===== src/rtl/rpc2_ctrl_pkg.sv =====
`default_nettype none
// ============================================================================
// Module      : rpc2_ctrl_pkg
// Description : Shared types and constants for the RPC2 controller transfer
//               arbiter: FSM state encoding, transfer direction constants and
//               the default burst-split geometry.
// Ports       : none (package)
// Revision    : 1.0 - initial release
// ============================================================================
package rpc2_ctrl_pkg;

    typedef enum logic [1:0] {
        ST_IDLE      = 2'd0,
        ST_ISSUE     = 2'd1,
        ST_WAIT_DONE = 2'd2
    } state_t;

    localparam logic RW_WRITE = 1'b1;
    localparam logic RW_READ  = 1'b0;

    localparam int unsigned DEF_DATA_BYTES  = 4;
    localparam int unsigned DEF_BOUND_BYTES = 1024;
    localparam int unsigned BOUND_BEATS     = DEF_BOUND_BYTES / DEF_DATA_BYTES;

    // Beats that fit between two split boundaries for a given geometry.
    function automatic int unsigned bound_beats(input int unsigned bound_bytes,
                                                input int unsigned data_bytes);
        return bound_bytes / data_bytes;
    endfunction

endpackage
`default_nettype wire


===== src/rtl/rpc2_ctrl_xfer_arbiter_if.sv =====
`default_nettype none
// ============================================================================
// Module      : rpc2_ctrl_xfer_arbiter_if
// Description : Bundles the write/read request channels, arbitration config,
//               the chunk command channel to the PSRAM sequencer and the busy
//               flag.
//               master : arbiter side (drives req_ready, cmd_*, busy)
//               slave  : requester/sequencer side (drives req_*, cfg_*,
//                        cmd_ready, done)
// Revision    : 1.0 - initial release
// ============================================================================
interface rpc2_ctrl_xfer_arbiter_if #(
    parameter int ADDR_W = 32,
    parameter int LEN_W  = 8,
    parameter int CNT_W  = 4
);
    logic              wr_req_valid;
    logic              wr_req_ready;
    logic [ADDR_W-1:0] wr_req_addr;
    logic [LEN_W-1:0]  wr_req_len;
    logic              rd_req_valid;
    logic              rd_req_ready;
    logic [ADDR_W-1:0] rd_req_addr;
    logic [LEN_W-1:0]  rd_req_len;
    logic              cfg_wr_prio;
    logic [CNT_W-1:0]  cfg_max_consec;
    logic              cmd_valid;
    logic              cmd_ready;
    logic              cmd_rw;
    logic [ADDR_W-1:0] cmd_addr;
    logic [LEN_W-1:0]  cmd_len;
    logic              cmd_last;
    logic              done;
    logic              busy;

    modport master (
        input  wr_req_valid, wr_req_addr, wr_req_len,
        input  rd_req_valid, rd_req_addr, rd_req_len,
        input  cfg_wr_prio, cfg_max_consec,
        input  cmd_ready, done,
        output wr_req_ready, rd_req_ready,
        output cmd_valid, cmd_rw, cmd_addr, cmd_len, cmd_last, busy
    );

    modport slave (
        output wr_req_valid, wr_req_addr, wr_req_len,
        output rd_req_valid, rd_req_addr, rd_req_len,
        output cfg_wr_prio, cfg_max_consec,
        output cmd_ready, done,
        input  wr_req_ready, rd_req_ready,
        input  cmd_valid, cmd_rw, cmd_addr, cmd_len, cmd_last, busy
    );

endinterface
`default_nettype wire


===== src/rtl/rpc2_ctrl_chunk_calc.sv =====
`default_nettype none
// ============================================================================
// Module      : rpc2_ctrl_chunk_calc
// Description : Combinational chunk sizing. Given the current byte address and
//               the beats still to transfer, returns the beats-1 of the next
//               chunk so that it never crosses a BOUND_BYTES boundary, and
//               flags when that chunk finishes the request.
// Ports       : i_addr        current byte address (DATA_BYTES aligned)
//               i_remaining   beats left, 1..2^LEN_W
//               o_chunk_len   chunk beats-1
//               o_is_last     chunk covers all remaining beats
// Revision    : 1.0 - initial release
// ============================================================================
module rpc2_ctrl_chunk_calc
    import rpc2_ctrl_pkg::*;
#(
    parameter int ADDR_W      = 32,
    parameter int LEN_W       = 8,
    parameter int DATA_BYTES  = 4,
    parameter int BOUND_BYTES = 1024
) (
    input  wire logic [ADDR_W-1:0] i_addr,
    input  wire logic [LEN_W:0]    i_remaining,
    output logic      [LEN_W-1:0]  o_chunk_len,
    output logic                   o_is_last
);
    localparam int unsigned      C_BEATS  = bound_beats(BOUND_BYTES, DATA_BYTES);
    localparam int               C_DOFF_W = $clog2(DATA_BYTES);
    localparam int               C_BOFF_W = $clog2(BOUND_BYTES);
    localparam logic [LEN_W:0]   C_ONE    = 1;
    localparam logic [LEN_W:0]   C_BEATS_V = C_BEATS[LEN_W:0];

    logic [LEN_W:0] w_beat_off;
    logic [LEN_W:0] w_to_bound;
    logic [LEN_W:0] w_chunk;
    logic [LEN_W:0] w_chunk_m1;
    logic           w_unused;

    // Beat index of the address within its boundary window.
    generate
        if (C_BOFF_W > C_DOFF_W) begin : g_off
            localparam int C_OW = C_BOFF_W - C_DOFF_W;
            assign w_beat_off = {{(LEN_W + 1 - C_OW){1'b0}}, i_addr[C_BOFF_W-1:C_DOFF_W]};
        end else begin : g_no_off
            assign w_beat_off = '0;
        end
    endgenerate

    assign w_to_bound  = C_BEATS_V - w_beat_off;
    assign o_is_last   = (i_remaining <= w_to_bound);
    assign w_chunk     = o_is_last ? i_remaining : w_to_bound;
    // A chunk holds at most 2^LEN_W beats, so beats-1 always fits LEN_W bits.
    assign w_chunk_m1  = w_chunk - C_ONE;
    assign o_chunk_len = w_chunk_m1[LEN_W-1:0];

    assign w_unused = &{1'b0, i_addr, w_chunk_m1};

endmodule
`default_nettype wire


===== src/rtl/rpc2_ctrl_xfer_arbiter.sv =====
`default_nettype none
// ============================================================================
// Module      : rpc2_ctrl_xfer_arbiter
// Description : Shares the PSRAM transaction sequencer between the write and
//               read request paths. Grants one request at a time (priority
//               type with a streak limit, or round-robin), splits the granted
//               burst into boundary-safe chunks and issues them one at a time,
//               waiting for the sequencer's done pulse between chunks.
// Ports       : clk      controller clock
//               reset_n  asynchronous active-low reset
//               bus      request/config/command bundle (master modport)
// Revision    : 1.0 - initial release
// ============================================================================
module rpc2_ctrl_xfer_arbiter
    import rpc2_ctrl_pkg::*;
#(
    parameter int ADDR_W      = 32,
    parameter int LEN_W       = 8,
    parameter int DATA_BYTES  = DEF_DATA_BYTES,
    parameter int BOUND_BYTES = DEF_BOUND_BYTES,
    parameter int CNT_W       = 4
) (
    input  wire logic              clk,
    input  wire logic              reset_n,
    rpc2_ctrl_xfer_arbiter_if.master bus
);
    localparam int             C_DOFF_W = $clog2(DATA_BYTES);
    localparam logic [LEN_W:0] C_ONE    = 1;

    state_t            r_state,     w_state_nxt;
    logic [ADDR_W-1:0] r_addr,      w_addr_nxt;
    logic [LEN_W:0]    r_rem,       w_rem_nxt;
    logic              r_rw,        w_rw_nxt;
    logic [CNT_W-1:0]  r_streak,    w_streak_nxt;
    logic              r_last_type, w_last_type_nxt;
    logic              r_wr_ready,  w_wr_ready_nxt;
    logic              r_rd_ready,  w_rd_ready_nxt;
    logic              r_cmd_valid, w_cmd_valid_nxt;
    logic              r_cmd_rw,    w_cmd_rw_nxt;
    logic [ADDR_W-1:0] r_cmd_addr,  w_cmd_addr_nxt;
    logic [LEN_W-1:0]  r_cmd_len,   w_cmd_len_nxt;
    logic              r_cmd_last,  w_cmd_last_nxt;

    logic [LEN_W-1:0]  w_chunk_len;
    logic              w_is_last;
    logic              w_pick_wr;
    logic              w_both;
    logic [LEN_W:0]    w_cmd_beats;
    logic [ADDR_W-1:0] w_addr_step;

    rpc2_ctrl_chunk_calc #(
        .ADDR_W      (ADDR_W),
        .LEN_W       (LEN_W),
        .DATA_BYTES  (DATA_BYTES),
        .BOUND_BYTES (BOUND_BYTES)
    ) u_chunk_calc (
        .i_addr      (r_addr),
        .i_remaining (r_rem),
        .o_chunk_len (w_chunk_len),
        .o_is_last   (w_is_last)
    );

    // Arbitration decision, only meaningful when at least one request is valid.
    assign w_both = bus.wr_req_valid && bus.rd_req_valid;
    always_comb begin
        w_pick_wr = bus.wr_req_valid;
        if (w_both) begin
            if (bus.cfg_max_consec != '0) begin
                w_pick_wr = (r_streak < bus.cfg_max_consec) ? bus.cfg_wr_prio : !bus.cfg_wr_prio;
            end else begin
                w_pick_wr = (r_last_type == RW_READ);
            end
        end
    end

    assign w_cmd_beats = {1'b0, r_cmd_len} + C_ONE;
    assign w_addr_step = ADDR_W'(w_cmd_beats) << C_DOFF_W;

    always_comb begin
        w_state_nxt     = r_state;
        w_addr_nxt      = r_addr;
        w_rem_nxt       = r_rem;
        w_rw_nxt        = r_rw;
        w_streak_nxt    = r_streak;
        w_last_type_nxt = r_last_type;
        w_wr_ready_nxt  = 1'b0;
        w_rd_ready_nxt  = 1'b0;
        w_cmd_valid_nxt = r_cmd_valid;
        w_cmd_rw_nxt    = r_cmd_rw;
        w_cmd_addr_nxt  = r_cmd_addr;
        w_cmd_len_nxt   = r_cmd_len;
        w_cmd_last_nxt  = r_cmd_last;

        case (r_state)
            ST_IDLE: begin
                if (bus.wr_req_valid || bus.rd_req_valid) begin
                    w_state_nxt     = ST_ISSUE;
                    w_rw_nxt        = w_pick_wr ? RW_WRITE : RW_READ;
                    w_last_type_nxt = w_rw_nxt;
                    w_addr_nxt      = w_pick_wr ? bus.wr_req_addr : bus.rd_req_addr;
                    w_rem_nxt       = {1'b0, (w_pick_wr ? bus.wr_req_len : bus.rd_req_len)} + C_ONE;
                    w_wr_ready_nxt  = w_pick_wr;
                    w_rd_ready_nxt  = !w_pick_wr;
                    // Streak only grows while the other type is being held off.
                    if (w_both && (w_pick_wr == bus.cfg_wr_prio)) begin
                        if (r_streak != '1) begin
                            w_streak_nxt = r_streak + 1'b1;
                        end
                    end else begin
                        w_streak_nxt = '0;
                    end
                end
            end
            ST_ISSUE: begin
                if (!r_cmd_valid) begin
                    // First chunk after a grant: address/remaining were just latched.
                    w_cmd_valid_nxt = 1'b1;
                    w_cmd_rw_nxt    = r_rw;
                    w_cmd_addr_nxt  = r_addr;
                    w_cmd_len_nxt   = w_chunk_len;
                    w_cmd_last_nxt  = w_is_last;
                end else if (bus.cmd_ready) begin
                    w_cmd_valid_nxt = 1'b0;
                    w_addr_nxt      = r_addr + w_addr_step;
                    w_rem_nxt       = r_rem - w_cmd_beats;
                    w_state_nxt     = ST_WAIT_DONE;
                end
            end
            ST_WAIT_DONE: begin
                if (bus.done) begin
                    if (r_rem == '0) begin
                        w_state_nxt = ST_IDLE;
                    end else begin
                        // Present the next chunk on the cycle right after done.
                        w_state_nxt     = ST_ISSUE;
                        w_cmd_valid_nxt = 1'b1;
                        w_cmd_rw_nxt    = r_rw;
                        w_cmd_addr_nxt  = r_addr;
                        w_cmd_len_nxt   = w_chunk_len;
                        w_cmd_last_nxt  = w_is_last;
                    end
                end
            end
            default: begin
                w_state_nxt     = ST_IDLE;
                w_cmd_valid_nxt = 1'b0;
            end
        endcase
    end

    always_ff @(posedge clk or negedge reset_n) begin
        if (!reset_n) begin
            r_state     <= ST_IDLE;
            r_addr      <= '0;
            r_rem       <= '0;
            r_rw        <= RW_READ;
            r_streak    <= '0;
            r_last_type <= RW_READ;
            r_wr_ready  <= 1'b0;
            r_rd_ready  <= 1'b0;
            r_cmd_valid <= 1'b0;
            r_cmd_rw    <= 1'b0;
            r_cmd_addr  <= '0;
            r_cmd_len   <= '0;
            r_cmd_last  <= 1'b0;
        end else begin
            r_state     <= w_state_nxt;
            r_addr      <= w_addr_nxt;
            r_rem       <= w_rem_nxt;
            r_rw        <= w_rw_nxt;
            r_streak    <= w_streak_nxt;
            r_last_type <= w_last_type_nxt;
            r_wr_ready  <= w_wr_ready_nxt;
            r_rd_ready  <= w_rd_ready_nxt;
            r_cmd_valid <= w_cmd_valid_nxt;
            r_cmd_rw    <= w_cmd_rw_nxt;
            r_cmd_addr  <= w_cmd_addr_nxt;
            r_cmd_len   <= w_cmd_len_nxt;
            r_cmd_last  <= w_cmd_last_nxt;
        end
    end

    assign bus.wr_req_ready = r_wr_ready;
    assign bus.rd_req_ready = r_rd_ready;
    assign bus.cmd_valid    = r_cmd_valid;
    assign bus.cmd_rw       = r_cmd_rw;
    assign bus.cmd_addr     = r_cmd_addr;
    assign bus.cmd_len      = r_cmd_len;
    assign bus.cmd_last     = r_cmd_last;
    assign bus.busy         = (r_state != ST_IDLE);

endmodule
`default_nettype wire


===== src/flat_wrapper.sv =====
// flat-port wrapper written by rule: the top's interface ports become plain ports
module rpc2_ctrl_xfer_arbiter_flat import rpc2_ctrl_pkg::*;
#(
    parameter int ADDR_W      = 32,
    parameter int LEN_W       = 8,
    parameter int DATA_BYTES  = DEF_DATA_BYTES,
    parameter int BOUND_BYTES = DEF_BOUND_BYTES,
    parameter int CNT_W       = 4
)
  (clk, reset_n, bus_wr_req_valid, bus_wr_req_addr, bus_wr_req_len, bus_rd_req_valid, bus_rd_req_addr, bus_rd_req_len, bus_cfg_wr_prio, bus_cfg_max_consec, bus_cmd_ready, bus_done, bus_wr_req_ready, bus_rd_req_ready, bus_cmd_valid, bus_cmd_rw, bus_cmd_addr, bus_cmd_len, bus_cmd_last, bus_busy);
  rpc2_ctrl_xfer_arbiter_if #(.ADDR_W(ADDR_W), .LEN_W(LEN_W), .CNT_W(CNT_W)) bus_i ();
  input  wire logic clk;
  input  wire logic reset_n;
  input wire logic [$bits(bus_i.wr_req_valid)-1:0] bus_wr_req_valid;
  input wire logic [$bits(bus_i.wr_req_addr)-1:0] bus_wr_req_addr;
  input wire logic [$bits(bus_i.wr_req_len)-1:0] bus_wr_req_len;
  input wire logic [$bits(bus_i.rd_req_valid)-1:0] bus_rd_req_valid;
  input wire logic [$bits(bus_i.rd_req_addr)-1:0] bus_rd_req_addr;
  input wire logic [$bits(bus_i.rd_req_len)-1:0] bus_rd_req_len;
  input wire logic [$bits(bus_i.cfg_wr_prio)-1:0] bus_cfg_wr_prio;
  input wire logic [$bits(bus_i.cfg_max_consec)-1:0] bus_cfg_max_consec;
  input wire logic [$bits(bus_i.cmd_ready)-1:0] bus_cmd_ready;
  input wire logic [$bits(bus_i.done)-1:0] bus_done;
  output wire logic [$bits(bus_i.wr_req_ready)-1:0] bus_wr_req_ready;
  output wire logic [$bits(bus_i.rd_req_ready)-1:0] bus_rd_req_ready;
  output wire logic [$bits(bus_i.cmd_valid)-1:0] bus_cmd_valid;
  output wire logic [$bits(bus_i.cmd_rw)-1:0] bus_cmd_rw;
  output wire logic [$bits(bus_i.cmd_addr)-1:0] bus_cmd_addr;
  output wire logic [$bits(bus_i.cmd_len)-1:0] bus_cmd_len;
  output wire logic [$bits(bus_i.cmd_last)-1:0] bus_cmd_last;
  output wire logic [$bits(bus_i.busy)-1:0] bus_busy;
  assign bus_i.wr_req_valid = bus_wr_req_valid;
  assign bus_i.wr_req_addr = bus_wr_req_addr;
  assign bus_i.wr_req_len = bus_wr_req_len;
  assign bus_i.rd_req_valid = bus_rd_req_valid;
  assign bus_i.rd_req_addr = bus_rd_req_addr;
  assign bus_i.rd_req_len = bus_rd_req_len;
  assign bus_i.cfg_wr_prio = bus_cfg_wr_prio;
  assign bus_i.cfg_max_consec = bus_cfg_max_consec;
  assign bus_i.cmd_ready = bus_cmd_ready;
  assign bus_i.done = bus_done;
  assign bus_wr_req_ready = bus_i.wr_req_ready;
  assign bus_rd_req_ready = bus_i.rd_req_ready;
  assign bus_cmd_valid = bus_i.cmd_valid;
  assign bus_cmd_rw = bus_i.cmd_rw;
  assign bus_cmd_addr = bus_i.cmd_addr;
  assign bus_cmd_len = bus_i.cmd_len;
  assign bus_cmd_last = bus_i.cmd_last;
  assign bus_busy = bus_i.busy;
  rpc2_ctrl_xfer_arbiter #(.ADDR_W(ADDR_W), .LEN_W(LEN_W), .DATA_BYTES(DATA_BYTES), .BOUND_BYTES(BOUND_BYTES), .CNT_W(CNT_W)) u_core (.clk(clk), .reset_n(reset_n), .bus(bus_i));
endmodule

===== config.mk =====
export PLATFORM = sky130hd
export DESIGN_NAME = rpc2_ctrl_xfer_arbiter_flat
export DESIGN_NICKNAME = d
export VERILOG_FILES = /design/src/rtl/rpc2_ctrl_pkg.sv /design/src/rtl/rpc2_ctrl_xfer_arbiter_if.sv /design/src/rtl/rpc2_ctrl_chunk_calc.sv /design/src/rtl/rpc2_ctrl_xfer_arbiter.sv /design/src/flat_wrapper.sv
export SDC_FILE = /design/constraint.sdc
export NUM_CORES = 1
export LEC_CHECK = 0
export ABC_AREA = 0
export CAP_MARGIN = 20
export CORE_ASPECT_RATIO = 1.2
export CORE_UTILIZATION = 55
export CTS_CLUSTER_DIAMETER = 30
export DETAILED_ROUTE_END_ITERATION = 7
export PLACE_DENSITY = 0.85
export SYNTH_ARGS = -nofsm -noshare
export SYNTH_HDL_FRONTEND = slang
export SYNTH_SLANG_ARGS = --single-unit
export TNS_END_PERCENT = 10

===== constraint.sdc =====
create_clock -name clk -period 7.6 [get_ports clk]
set_input_delay 1.9 -clock clk [delete_from_list [all_inputs] [get_ports clk]]
set_output_delay 1.9 -clock clk [all_outputs]
set_load 0.02 [all_outputs]

Word-level counts from Yosys, hierarchy flattened:

Cells that the tools add are included.
Widths: inputs -> output; s select.

* $add $sub $neg: 7
* magnitude comparators: 2
* equal/unequal tests: 11
* multiplexer cells: 48
* bitwise gates (word level): 2
* reduce and logical (&&, ||, !) cells: 17

Operator list (count)
* $mux 32: 7
* $pmux 32 s2: 2
* $mux 8: 5
* $add 32x11->32: 1
* $mux 9: 3
* $mux 1: 19
* $add 8x1->9 const B: 2
* $pmux 9 s2: 1
* $pmux 8 s2: 1
* $reduce_and 4->1: 3
* $ne 2x2->1 const B: 5
* $le 9x9->1: 1
* $logic_not 9->1: 1
* $sub 9x8->9 const A: 1
* $sub 9x9->9: 1
* $mux 2: 4
* $mux 4: 2
* $sub 8x1->8 const B: 1
* $pmux 2 s3: 1
* $reduce_and 3->1: 2
* $reduce_bool 2->1: 3
* $add 4x1->4 const B: 1
* $lt 4x4->1: 1
* $ne 2x1->1 const B: 2
* other kinds (13): 17

* register bits after elaboration: 93
* output and inout port bits: 46
* word-level logic and storage cells: 99

Longest topological paths before layout:

* depth in word-level cells: 8
* depth in mapped cells: 18
* depth with buffers taken out: 17

By module:

Synthesis repeated with hierarchy kept, for this count alone.

* cell total of the unflattened synthesis: 754
* area, all modules: 7083.0 um^2

Modules (own cells, without submodules)
* rpc2_ctrl_xfer_arbiter: times used 1, cells an instance 642, area each 6229.7 um^2
* rpc2_ctrl_chunk_calc: times used 1, cells an instance 112, area each 853.3 um^2

Least setup slack after synthesis:

OpenSTA, ideal clock, no wires.

* path kind: input to register
* from: input bus_cfg_max_consec[2]
* to: register u_core.r_rem[6]
* data arrival time: 4441 ps
* data required time: 7513 ps
* path slack: 3072 ps
* stages on the path: 17
* buffers on the path: 2
* cell sequence: inv_1 > ha_1 > or2_2 > a21oi_1 > a21oi_1 > o211a_4 > buf_4 > buf_4 > mux2_2 > ha_1 > nand2_1 > nor2_1 > nand2_1 > xor2_1 > mux2i_1 > nand2_1 > a22oi_1

* cells in the longest elaborated chain, start to end: 8
* elaborated cells between the ends (all ways): 9
* those cells by class: add/sub: 1; order compare: 1; mux: 6; reduce/logical: 1

Ends and longest elaborated chain
* start: declaration: line flat_wrapper.sv:21 `input wire logic [$bits(bus_i.cfg_max_consec)-1:0] bus_cfg_max_consec;`
* $lt 4x4->1: line rpc2_ctrl_xfer_arbiter.sv:69 `w_pick_wr = (r_streak < bus.cfg_max_consec) ? bus.cfg_wr_prio : !bus.cfg_wr_prio;`
* $mux 1: line rpc2_ctrl_xfer_arbiter.sv:69
* $mux 1 (*): line rpc2_ctrl_xfer_arbiter.sv:68 `if (bus.cfg_max_consec != '0) begin`
* $mux 1 (*): line rpc2_ctrl_xfer_arbiter.sv:67 `if (w_both) begin`
* $mux 8 (*): line rpc2_ctrl_xfer_arbiter.sv:101 `w_rem_nxt = {1'b0, (w_pick_wr ? bus.wr_req_len : bus.rd_req_len)} + C_ONE;`
* $add 8x1->9 (*): line rpc2_ctrl_xfer_arbiter.sv:101
* $mux 9 (*): line rpc2_ctrl_xfer_arbiter.sv:96 `if (bus.wr_req_valid || bus.rd_req_valid) begin`
* $pmux 9 s2 (*): line rpc2_ctrl_xfer_arbiter.sv:94 `case (r_state)`
* end signal: assignment: line rpc2_ctrl_xfer_arbiter.sv:169 `r_rem <= w_rem_nxt;`
* end: declaration: line rpc2_ctrl_xfer_arbiter.sv:32 `logic [LEN_W:0] r_rem, w_rem_nxt;`

Mark *: on every way between the ends. The rest lies on a longest branch, timed or not. The select of a mux whose other input is x is not followed.
A chain may end at the register's enable or synchronous reset.

Worst setup path in the final report:

Ends and elaborated chain as after synthesis.

==> impl_metrics.toml <==
[status]
status = "completed"

[yosys]
synth_top_family_by_area = "simple AND/OR/NAND/NOR gates"
synth_top_cell_by_area = "dfrtp_1"
synth-compound-area-share_pct = 16.8
synthSimpleGateAreaFrac_pct = 19.8
ys_seq_area_share_pct = 35.5
synth_most_common_cell = "nand2_1"
synthDistinctLibCells = 63
netlist_area_sq_mm = 0.00656
synth.avg_cell_area_sq_um = 8.49
synthXorXnorAreaFrac_pct = 4.81
muxShareOfSynthArea_pct = 10.1
synth_warnings = 0
synth_common_cells = "nand2_1, dfrtp_1, o21ai_0"
synth-edff-count = 0
syn_inst = 773
synth-seq-cells = 93
synth-adder-area-share_pct = 8.05
netlist.area_leader.share_pct = 35.5
synthTopCellsByArea = "dfrtp_1, nand2_1, ha_1"
ys.flop_type = "dfrtp_1"
synthArstFlopShare_pct = 100
synth_nets = 905

[cts]
htree_levels = 3
cts_tree = "yes"
postCtsResizedCells = 0
cts_root_buf = "clkbuf_16"
cts_made_buffers = 9
cts.clk_slew.worst_paths_ns = 0.07
clock_sinks = 93
cts_setup_buffers = 0
cts_buffer_depth = 2
clock_latency_ns = 0.35
cts_hold_buffers = 0

[pwr]
power.share.sequential_pct = 25.0
p_clk_share_pct = 10.9
power.density_mw_per_mm2 = 505
p_leak_nw = 3.66
switching_power_mw = 2.09
p_comb_share_pct = 64.1
swShare_pct = 49.9
p_total_mw = 4.19
p_int_mw = 2.10
ir_worst_vdd_uv = 296

[placement]
hpwl_um = 13600
gp_congestion = 0.921
port_buffers = 136
placedCellCount = 1040
placed_area_sq_mm = 0.00800

[worst_hold_path]
hold_path_class = "register to register"
hold_path_depth = 2
min-delay-start = "u_core.r_addr[1]"
worstHoldEndpoint = "u_core.bus.cmd_addr[1]"

[drt]
vias = 6370
totalWireLength_um = 18600
ant_nets = 0
firstDrtPassIters = 5
avgRoutedWirePerCell_um = 17.6
via_per_inst = 6.04
drt-initial-drc-count = 505
drc = 0

[finish]
final_nets = 1026
fin_util_pct = 71.7
drive_above_1_share_pct = 6.79
design_area_sq_mm = 0.00829
fillers = 885
antenna_cells = 0
final_cells = 1055
area_growth_pct = 26.4

[timing]
setup_viol = 0
timing_worst_slew_pin_value_ns = 1.06
fin_crit_sh_pct = 67.7
fin_crit_ns = 5.14
rsz0062_at_grt = "no"
relSlewSlack_pct = 28.9
skew_ns = 0.00745
fmax_mhz = 194
hold_violations = 0
final.setup.tns_ns = 0
slew_viol_final = 0

[critical_path]
crit_family = "compound AO/OA/AOI/OAI gates"
end_kind = "register"
path_max_fanout = 49
start_kind = "input pin"
worst-setup-path-type = "input pin to register"
rr_worst_depth = 12
r2r-end = "u_core.bus.cmd_len[6]"
crit_buf_inv = 2
slowest_stage = "o211a_4"
slowest_delay_ns = 0.62
crit_path_frequent_cell = "nand2_1"
cp.arrival_ns = 5.41
r2r_slack_ns = 3.48
required_ns = 7.86
reg2reg_from = "u_core.r_addr[4]"
worstPathCellList = "clkdlybuf4s50_1, inv_1, ha_1, or2_2, a21oi_1, a211o_1, o211a_4, mux2_2, ha_1, nand2_1, nor2_1, nand2_1, xor2_1, mux2i_1, nand2_1, a22oi_1"

[job]
drv_cap = 0

[die]
die_y_um = 122
initial_utilization_pct = 56.7
ios = 137
coreArea_sq_mm = 0.0116
dieArea_sq_mm = 0.0124
core.rowCount = 43
die_w_um = 102

[global_route]
grt_usage_pct = 31.4
antenna_found_initial = 0
grt_max_degree = 73
grt_pass1_wl_um = 30200
grt_overflow_total = 0
grt_pass1_vias = 6366
-- through the flow --
| step | setup WS [ns] | hold slack, ns |
|---|---|---|
| finish | 2.46 | 0.474 |
| global route | 2.23 | 0.497 |
| CTS | 2.48 | 0.480 |
| detailed placement | 2.13 | 0.465 |
| global placement | 2.30 | 0.452 |
| floorplan | 3.07 | 0.435 |
-- cells by family after synthesis --
| kind of cell | after synthesis |
|---|---|
| simple gates | 288 |
| buf+inv | 77 |
| xor+xnor | 36 |
| mux | 62 |
| flops | 93 |
| compound gates | 176 |
| fa+ha+maj | 41 |
-- final cells by class --
| type | count | area (sq um) | area share, % |
|---|---|---|---|
| Clock inverter | 5 | 60.1 | 0.724 |
| Sequential cell | 93 | 2330 | 28.1 |
| Multi-Input combinational cell | 603 | 3910 | 47.2 |
| Clock buffer | 10 | 229 | 2.76 |
| Tap cell | 157 | 196 | 2.37 |
| Inverter | 46 | 173 | 2.08 |
| Timing Repair Buffer | 141 | 1400 | 16.8 |
-- cell usage in the layout (no fill, tap or decap), types with 6 or more instances in the layout --
| cell | synthesis | routed |
|---|---|---|
| mux2i_1 | 33 | 33 |
| nand4_1 | 11 | 11 |
| nor3_1 | 13 | 13 |
| ha_1 | 39 | 39 |
| o211ai_1 | 11 | 11 |
| nor2_1 | 35 | 34 |
| clkdlybuf4s50_1 | 0 | 135 |
| o22ai_1 | 11 | 11 |
| o31ai_1 | 10 | 10 |
| xnor2_1 | 18 | 18 |
| buf_4 | 2 | 6 |
| dfrtp_1 | 93 | 93 |
| inv_1 | 46 | 46 |
| clkbuf_16 | 0 | 9 |
| nand3_1 | 28 | 27 |
| a21oi_1 | 40 | 40 |
| mux2_2 | 28 | 28 |
| a31oi_1 | 7 | 7 |
| o221ai_1 | 6 | 6 |
| xor2_1 | 18 | 18 |
| nand2_1 | 163 | 163 |
| o21ai_0 | 58 | 58 |
| and3_1 | 8 | 8 |
-- worst min-delay path: stages (launching register included) --
cell	delay (ns)
dfrtp_1	0.35
nand2_1	0.05
nand2_1	0.05
-- power by group through the flow --
stage          Combinational, mW  Clock (mW)  Sequential, mW
2_1_floorplan               1.76           0            1.10
3_3_place_gp                2.54           0            1.03
3_5_place_dp                2.64           0            1.04
4_1_cts                     2.67       0.456            1.04
5_1_grt                     2.97       0.479            1.08
6_report                    2.68       0.456            1.05
-- worst max-delay path by stage --
stage,depth (start not counted),to,startpoint
finish,16,u_core.r_rem[6],bus_cfg_max_consec[2]
global route,16,u_core.r_rem[6],bus_cfg_max_consec[2]
CTS,16,u_core.r_rem[6],bus_cfg_max_consec[2]
detailed placement,16,u_core.r_rem[6],bus_cfg_max_consec[2]
global placement,16,u_core.r_rem[6],bus_cfg_max_consec[2]
floorplan,17,u_core.r_rem[6],bus_cfg_max_consec[2]
-- per-layer routing --
| layer | part of all wire, % | global-route usage (%) |
|---|---|---|
| met1 | 38 | 36.3 |
| met2 | 51 | 54.9 |
| met5 | 0 | 0 |
| met3 | 5.9 | 5.11 |
| met4 | 4.3 | 17.1 |
-- sequential cells by signal, summed over array words and instances, names as in the netlist --
name                     cells
u_core.bus.cmd_addr         32
u_core.r_addr               32
u_core.r_rem                 9
u_core.bus.cmd_len           8
u_core.r_streak              4
u_core.r_state               2
u_core.bus.cmd_last          1
u_core.bus.cmd_rw            1
u_core.bus.cmd_valid         1
u_core.bus.rd_req_ready      1
u_core.bus.wr_req_ready      1
u_core.r_rw                  1
Note: power is estimated with default switching activity, not from simulation.
